## config.mk

```make
export PLATFORM = sky130hd
export DESIGN_NAME = morse_keyer_flat
export DESIGN_NICKNAME = d
export VERILOG_FILES = /design/src/rtl/morse_keyer_if.sv /design/src/rtl/morse_keyer.sv /design/src/flat_wrapper.sv
export SDC_FILE = /design/constraint.sdc
export NUM_CORES = 1
export LEC_CHECK = 0
export BUFFER_PORTS_ARGS = -buffer_cell sky130_fd_sc_hd__buf_4
export CELL_PAD_IN_SITES_DETAIL_PLACEMENT = 0
export CELL_PAD_IN_SITES_GLOBAL_PLACEMENT = 1
export CORE_ASPECT_RATIO = 0.7
export CORE_UTILIZATION = 35
export CTS_CLUSTER_DIAMETER = 40
export DETAILED_ROUTE_END_ITERATION = 10
export PLACE_DENSITY = 0.69
export SYNTH_ARGS = -nofsm -noshare
export SYNTH_HDL_FRONTEND = slang
export SYNTH_SLANG_ARGS = --single-unit
```

## constraint.sdc

```tcl
create_clock -name clk -period 3.1 [get_ports clk]
set_input_delay 0.62 -clock clk [delete_from_list [all_inputs] [get_ports clk]]
set_output_delay 0.62 -clock clk [all_outputs]
set_load 0.005 [all_outputs]
```

## src/rtl/morse_keyer_if.sv

```systemverilog
// Key input and decoded-character outputs of the Morse keyer.
// The keyer drives the outputs through the slave modport; the stimulus side uses master.
interface morse_keyer_if;
  logic       key_n;
  logic [5:0] morse_code;
  logic       code_valid;
  logic [2:0] sym_count;
  logic       busy;
  logic       err;

  modport master (
    output key_n,
    input  morse_code,
    input  code_valid,
    input  sym_count,
    input  busy,
    input  err
  );

  modport slave (
    input  key_n,
    output morse_code,
    output code_valid,
    output sym_count,
    output busy,
    output err
  );
endinterface

```

## src/rtl/morse_keyer.sv

```systemverilog
// Morse keyer: key synchronizer, optional debouncer (MORSE_KEYER_DEBOUNCE_EN),
// dot/dash classification and walk of the Morse tree into a 6-bit tree index.
module morse_keyer #(
  parameter logic [15:0] DEBOUNCE_CYCLES = 16'd50000,
  parameter logic [23:0] DOT_MAX_CYCLES  = 24'd12500000,
  parameter logic [23:0] GAP_CYCLES      = 24'd25000000
) (
  input  logic          clk,
  input  logic          reset,
  morse_keyer_if.slave  bus
);

  typedef enum logic [1:0] {
    IDLE  = 2'd0,
    PRESS = 2'd1,
    GAP   = 2'd2
  } state_t;

  logic [1:0]  sync_r;
  logic        key_raw;
  logic        key_f;

  state_t      state_r;
  logic [5:0]  code_acc_r;
  logic [2:0]  sym_count_r;
  logic        ovf_r;
  logic [23:0] len_cnt_r;
  logic [23:0] gap_cnt_r;
  logic [5:0]  morse_code_r;
  logic        code_valid_r;
  logic        err_r;
  logic        busy_r;

  // Two-flop synchronizer; resets to the released level
  always_ff @(posedge clk or posedge reset) begin
    if (reset) begin
      sync_r <= 2'b11;
    end else begin
      sync_r <= {sync_r[0], bus.key_n};
    end
  end

  assign key_raw = ~sync_r[1];

`ifdef MORSE_KEYER_DEBOUNCE_EN
  logic [15:0] deb_cnt_r;
  logic        key_f_r;

  // Filtered level follows the raw level only after it has differed for DEBOUNCE_CYCLES cycles
  always_ff @(posedge clk or posedge reset) begin
    if (reset) begin
      deb_cnt_r <= 16'd0;
      key_f_r   <= 1'b0;
    end else if (key_raw != key_f_r) begin
      if (({1'b0, deb_cnt_r} + 17'd1) >= {1'b0, DEBOUNCE_CYCLES}) begin
        key_f_r   <= key_raw;
        deb_cnt_r <= 16'd0;
      end else begin
        deb_cnt_r <= deb_cnt_r + 16'd1;
      end
    end else begin
      deb_cnt_r <= 16'd0;
    end
  end

  assign key_f = key_f_r;
`else
  // DEBOUNCE_CYCLES only matters with the debouncer built in; the term folds away
  assign key_f = key_raw | (1'b0 & (DEBOUNCE_CYCLES == 16'd0));
`endif

  // Press/gap FSM with registered character outputs
  always_ff @(posedge clk or posedge reset) begin
    if (reset) begin
      state_r      <= IDLE;
      code_acc_r   <= 6'd0;
      sym_count_r  <= 3'd0;
      ovf_r        <= 1'b0;
      len_cnt_r    <= 24'd0;
      gap_cnt_r    <= 24'd0;
      morse_code_r <= 6'd0;
      code_valid_r <= 1'b0;
      err_r        <= 1'b0;
      busy_r       <= 1'b0;
    end else begin
      code_valid_r <= 1'b0;
      err_r        <= 1'b0;
      case (state_r)
        IDLE: begin
          code_acc_r  <= 6'd0;
          sym_count_r <= 3'd0;
          ovf_r       <= 1'b0;
          if (key_f) begin
            state_r   <= PRESS;
            len_cnt_r <= 24'd1;
            busy_r    <= 1'b1;
          end else begin
            busy_r    <= 1'b0;
          end
        end
        PRESS: begin
          busy_r <= 1'b1;
          if (key_f) begin
            if (len_cnt_r != 24'hFFFFFF) begin
              len_cnt_r <= len_cnt_r + 24'd1;
            end else begin
              len_cnt_r <= len_cnt_r;
            end
          end else begin
            // A sixth symbol poisons the character instead of growing the index
            if (sym_count_r == 3'd5) begin
              ovf_r <= 1'b1;
            end else begin
              code_acc_r  <= {code_acc_r[4:0], 1'b0} +
                             ((len_cnt_r <= DOT_MAX_CYCLES) ? 6'd1 : 6'd2);
              sym_count_r <= sym_count_r + 3'd1;
            end
            gap_cnt_r <= 24'd1;
            state_r   <= GAP;
          end
        end
        GAP: begin
          if (gap_cnt_r == GAP_CYCLES) begin
            if (ovf_r) begin
              err_r <= 1'b1;
            end else begin
              morse_code_r <= code_acc_r;
              code_valid_r <= 1'b1;
            end
            code_acc_r  <= 6'd0;
            sym_count_r <= 3'd0;
            ovf_r       <= 1'b0;
            state_r     <= IDLE;
            busy_r      <= 1'b0;
          end else if (key_f) begin
            state_r   <= PRESS;
            len_cnt_r <= 24'd1;
            busy_r    <= 1'b1;
          end else begin
            busy_r <= 1'b1;
            if (gap_cnt_r != 24'hFFFFFF) begin
              gap_cnt_r <= gap_cnt_r + 24'd1;
            end else begin
              gap_cnt_r <= gap_cnt_r;
            end
          end
        end
        default: begin
          state_r <= IDLE;
          busy_r  <= 1'b0;
        end
      endcase
    end
  end

  assign bus.morse_code = morse_code_r;
  assign bus.code_valid = code_valid_r;
  assign bus.sym_count  = sym_count_r;
  assign bus.busy       = busy_r;
  assign bus.err        = err_r;

endmodule

```

## src/flat_wrapper.sv

```systemverilog
// flat-port wrapper written by rule: the top's interface ports become plain ports
module morse_keyer_flat 
#(
  parameter logic [15:0] DEBOUNCE_CYCLES = 16'd50000,
  parameter logic [23:0] DOT_MAX_CYCLES  = 24'd12500000,
  parameter logic [23:0] GAP_CYCLES      = 24'd25000000
)
  (clk, reset, bus_key_n, bus_morse_code, bus_code_valid, bus_sym_count, bus_busy, bus_err);
  morse_keyer_if bus_i ();
  input  logic clk;
  input  logic reset;
  input wire logic [$bits(bus_i.key_n)-1:0] bus_key_n;
  output wire logic [$bits(bus_i.morse_code)-1:0] bus_morse_code;
  output wire logic [$bits(bus_i.code_valid)-1:0] bus_code_valid;
  output wire logic [$bits(bus_i.sym_count)-1:0] bus_sym_count;
  output wire logic [$bits(bus_i.busy)-1:0] bus_busy;
  output wire logic [$bits(bus_i.err)-1:0] bus_err;
  assign bus_i.key_n = bus_key_n;
  assign bus_morse_code = bus_i.morse_code;
  assign bus_code_valid = bus_i.code_valid;
  assign bus_sym_count = bus_i.sym_count;
  assign bus_busy = bus_i.busy;
  assign bus_err = bus_i.err;
  morse_keyer #(.DEBOUNCE_CYCLES(DEBOUNCE_CYCLES), .DOT_MAX_CYCLES(DOT_MAX_CYCLES), .GAP_CYCLES(GAP_CYCLES)) u_core (.clk(clk), .reset(reset), .bus(bus_i));
endmodule
```

After elaboration in Yosys (flattened, before gate mapping)
Cells that the tools add are included.
W data, S select, Z words.
{ "word_totals": {"elab_cells": 76, "input_bits": 3, "register_bits": 71, "output_inout_bits": 12} }
{ "op_classes": {"n_lt_le_gt_ge": 1, "n_mux": 36, "eq_ne": 15, "n_addsub": 4, "n_reduce_logical": 8, "bitwise": 1} }
{ "ops": {"columns": ["op", "n"], "rows": [
  ["$mux W24", 8],
  ["$pmux W24 S3", 1],
  ["$add A24 B1 Y24 const B", 2],
  ["$ne A24 B24 Y1 const B", 2],
  ["$pmux W24 S2", 1],
  ["$eq A24 B23 Y1 const B", 1],
  ["$le A24 B24 Y1 const B", 1],
  ["$mux W6", 3],
  ["$pmux W6 S3", 1],
  ["$ne A2 B1 Y1 const B", 6],
  ["$reduce_and A4 Y1", 3],
  ["$mux W1", 11],
  ["$mux W3", 3],
  ["$pmux W3 S3", 1],
  ["$mux W2", 4],
  ["$add A6 B6 Y6", 1],
  ["$ne A2 B2 Y1 const B", 3],
  ["$pmux W1 S3", 2],
  ["$pmux W2 S3", 1],
  ["$reduce_and A5 Y1", 1],
  ["$add A3 B1 Y3 const B", 1],
  ["$eq A3 B3 Y1 const B", 1],
  ["$reduce_and A3 Y1", 1],
  ["$reduce_bool A3 Y1", 1],
  ["5 further kinds", 5]
]} }

Logic depth before layout (Yosys ltp)
{ "logic_depth": {"ltp_word": 6, "ltp_mapped": 10} }

Worst setup path after synthesis
OpenSTA, ideal clock, no wires.
{ "synth_path": {"kind": "register -> register", "startpoint": "register u_core.len_cnt_r[11]", "endpoint": "register u_core.code_acc_r[5]", "slack_ps": 919, "path_stages_with_launch": 10, "setup_time_ps": 135, "required_ps": 2965, "t_arrival_ps": 2046, "path_cell_list": "dfrtp_1 -> nand4_4 -> or4_2 -> nor3_1 -> a21oi_1 -> ha_1 -> ha_1 -> nand3_1 -> xor2_1 -> o31ai_1"} }
{ "synth_via": {"elab_chain_len": 6} }
{ "synth_rtl": {"columns": ["item", "line_no", "rtl"], "rows": [
  ["from (decl)", "morse_keyer.sv:27", "logic [23:0] len_cnt_r;"],
  ["from (signal assigned)", "morse_keyer.sv:105", "len_cnt_r <= len_cnt_r + 24'd1;"],
  ["from (signal assigned)", "morse_keyer.sv:107", "len_cnt_r <= len_cnt_r;"],
  ["$le A24 B24 Y1", "morse_keyer.sv:115", "((len_cnt_r <= DOT_MAX_CYCLES) ? 6'd1 : 6'd2);"],
  ["$mux W2", "morse_keyer.sv:115", null],
  ["$add A6 B6 Y6", "morse_keyer.sv:114", "code_acc_r <= {code_acc_r[4:0], 1'b0} +"],
  ["$mux W6", "morse_keyer.sv:111", "if (sym_count_r == 3'd5) begin"],
  ["$mux W6", "morse_keyer.sv:103", "if (key_f) begin"],
  ["$pmux W6 S3", "morse_keyer.sv:88", "case (state_r)"],
  ["to (signal assigned)", "morse_keyer.sv:114", null],
  ["to (decl)", "morse_keyer.sv:24", "logic [5:0] code_acc_r;"]
]} }
Every way passes these cells. The select of a mux whose other input is x is not followed.
A chain may end at the register's enable or synchronous reset.

Worst setup path after layout
{ "layout_path": {"startpoint": "register u_core.state_r[0]", "endpoint": "register u_core.gap_cnt_r[17]"} }
{ "layout_via": {"elab_chain_len": 3, "word_cells_on_any_way": 9, "classes_between": "eq/ne: 6; mux: 1; reduce/logical: 2"} }
{ "layout_rtl": {"columns": ["item", "line_no", "rtl"], "rows": [
  ["from (decl)", "morse_keyer.sv:23", "state_t state_r;"],
  ["from (signal assigned)", "morse_keyer.sv:75", "state_r <= IDLE;"],
  ["from (signal assigned)", "morse_keyer.sv:94", "state_r <= PRESS;"],
  ["from (signal assigned)", "morse_keyer.sv:119", "state_r <= GAP;"],
  ["$eq A2 B2 Y1 or $eq A2 B1 Y1 (tied branches)", "morse_keyer.sv:88", null],
  ["$ne A2 B1 Y1 (no line), or another cell as far along", null, null],
  ["$reduce_and A5 Y1 (no line)", null, null],
  ["to (signal assigned)", "morse_keyer.sv:142", "gap_cnt_r <= gap_cnt_r + 24'd1;"],
  ["to (signal assigned)", "morse_keyer.sv:144", "gap_cnt_r <= gap_cnt_r;"],
  ["to (decl)", "morse_keyer.sv:28", "logic [23:0] gap_cnt_r;"]
]} }
Parallel ways exist; a longest one is shown, timed or not.

==> out/qor.yml <==
dr.pass1.iters: 5
portBuffers: 14
insertion_delay_ps: 340
placeableCoreArea_um2: 11800
rows: 33
synth_seq_area_share_pct: 41.4
cts_resized: 0
reg2reg_to: "u_core.gap_cnt_r[17]"
grt_pass1_wl_um: 18700
dp_cells: 608
viasPerCell: 6.02
start_kind: "register"
yosysUniqueCellTypes: 62
finalSetupTns_ps: 0
cts-buffers-inserted: 9
track_usage_pct: 18.7
die_w_um: 134
crit_path_cell_trace: "inv_1 > ha_1 > inv_1 > a21oi_1 > buf_4 > nand4b_1 > buf_4 > o41ai_1"
endpoint_kind: "register"
hold_path.class: "register to register"
finalCritPeriodShare_pct: 85.5
synth_area_leaders: "dfrtp_1 40%, o31ai_1 9.3%, ha_1 3.8%, a31oi_1 3.4%, nand3_1 2.9%"
fin_crit_ps: 2650
final_cell_mix: "69 x dfrtp_1, 53 x o31ai_1, 33 x nand2_1, 28 x buf_4, 25 x nand3_1"
wire_per_inst_um: 17.4
synth_warnings: 0
finalHoldViolCount: 0
place.gp.congestion: 0.828
rsz0062_at_grt: "false"
ir_worst_vdd_mv: 0.298
layout.cells.most_common: "dfrtp_1"
post_cts_buffers: 0
drive_gt1_share_pct: 15.0
max_clock_freq_ghz: 0.377
syn_area_um2: 4290
drc: 0
clockBufferDepth: 2
cellPowerDensity_nw_per_um2: 665
syn_inst: 452
drt_iter0_markers: 377
cts_tree: "yes"
reg2reg_from: "u_core.state_r[0]"
synth_area_per_cell_um2: 9.50
async_flop_share_pct: 100
crit_slowest_cell: "ha_1"
crit_path_max_fanout: 22
relSlewSlack_pct: 50.3
critPathLaunch: "u_core.state_r[0]"
area_growth_pct: 13.6
numClockSinks: 71
diodes: 0
vias: 3754
max_cap_viol_count: 0
fill_cells: 1182
tightest_slew_ps: 746
grt_max_degree: 42
cp-endpoint: "u_core.gap_cnt_r[17]"
start_util_pct: 36.4
grt_pass1_vias: 3479
setup_viol: 0
netlist.area_leader.share_pct: 40.2
clock_skew_ps: 10.5
design_area_um2: 4880
synthesis.nets: 468
slew_violations: 0
grt_overflow_total: 0
antenna_found_initial: 0
yosysTopAreaCell: "dfrtp_1"
criticalPathCategory: "register to register"
die_area_um2: 12700
path_clk_slew_ps: 60
die_y_um: 94.7
r2r_slack_ps: 450
synth_edf_count: 0
wl_um: 10800
cts_hold_buffers: 0
synthFlopType: "dfrtp_1"
dp_hpwl_um: 7470
post_layout_nonfiller_instances: 624
ant_nets: 0
htree_levels: 3
cp.arrival_ps: 2860
ios: 15
synth_seq_cells: 71
critPathRequiredTime_ps: 3310
status: "completed"
slowest_delay_ps: 530
cts_root_buffer: "clkbuf_16"
placed_area_um2: 4550
power.leakage_nw: 2.03
worstRegToRegCells: 8
num-nets-final: 478
## worst min path at each step
stage | startpoint | end | slack, ps | cells after the start
floorplan | u_core.sync_r[0] | u_core.sync_r[1] | 350 | 0
global placement | u_core.sync_r[0] | u_core.sync_r[1] | 350 | 0
detailed placement | u_core.sync_r[0] | u_core.sync_r[1] | 350 | 0
CTS | u_core.sync_r[0] | u_core.sync_r[1] | 360 | 0
global route | u_core.sync_r[0] | u_core.sync_r[1] | 370 | 0
finish | u_core.sync_r[0] | u_core.sync_r[1] | 350 | 0
## where the power goes
part,switching [mW],internal [mW]
clock network,0.435,0.715
registers,0.0894,1.00
logic,0.652,0.345
total,1.18,2.06
## state kept, by name, summed over array words and instances (netlist names)
| signal | cells |
|---|---|
| u_core.ovf_r | 1 |
| u_core.bus.sym_count | 3 |
| u_core.bus.err | 1 |
| u_core.code_acc_r | 6 |
| u_core.bus.code_valid | 1 |
| u_core.state_r | 2 |
| u_core.gap_cnt_r | 24 |
| u_core.sync_r | 2 |
| u_core.bus.morse_code | 6 |
| u_core.len_cnt_r | 24 |
| u_core.bus.busy | 1 |
## kinds of logic after synthesis
family	Yosys count	synth area share [%]
AO/OA/AOI/OAI	155	25.1
XOR/XNOR	3	0.612
flip-flops	71	41.4
multiplexers	9	2.33
buffers and inverters	44	5.25
adder cells (fa/ha/maj)	13	3.79
AND/OR/NAND/NOR	157	21.5
## layout make-up
type                    count  area (um2)  area share [%]
well taps                 157         196            4.03
repair buffers             29         230            4.72
clock buffers               9         225            4.62
inverters                  14        52.6            1.08
clock inverters             7         104            2.13
flip-flops and latches     71        1780            36.5
multi-input cells         337        2290            46.9
## routing by layer
layer,wire (um),track usage (%),vias to the layer above,share of wire [%]
li1,-,-,1801,-
met1,5680,28.5,1850,52
met2,4470,26.3,95,41
met3,605,4.19,8,5.6
met4,74,4.21,0,0.68
met5,0,0,-,0
## cell usage after synthesis, drive strengths merged, types with 8 or more instances
master / number
inv: 14
and4: 9
ha: 13
nor2: 16
o41ai: 11
nand3: 26
dfrtp: 69
buf: 15
a31oi: 23
and3: 11
nand4: 17
mux2: 8
clkbuf: 15
o31ai: 53
nand2: 34
o21ai: 25
a21oi: 17
## critical path, delay by kind of cell, from the launching register on
family,cells,cell delay [ps]
flops,1,430
fa+ha+maj,1,530
simple gates,1,100
compound gates,2,610
buf+inv,4,860
## per-stage QoR
step / setup slack, ps / power, mW / hold slack, ps / util (%)
after detailed placement: 469 / 2.10 / 347 / 38.5
after global placement: 569 / 2.09 / 347 / 38.5
after global routing: 208 / 3.45 / 365 / 41.3
final: 451 / 3.24 / 355 / 41.3
after CTS: 454 / 3.27 / 355 / 41.3
after floorplan: 687 / 1.84 / 345 / -
No activity file was read; power rests on OpenSTA's default activity.
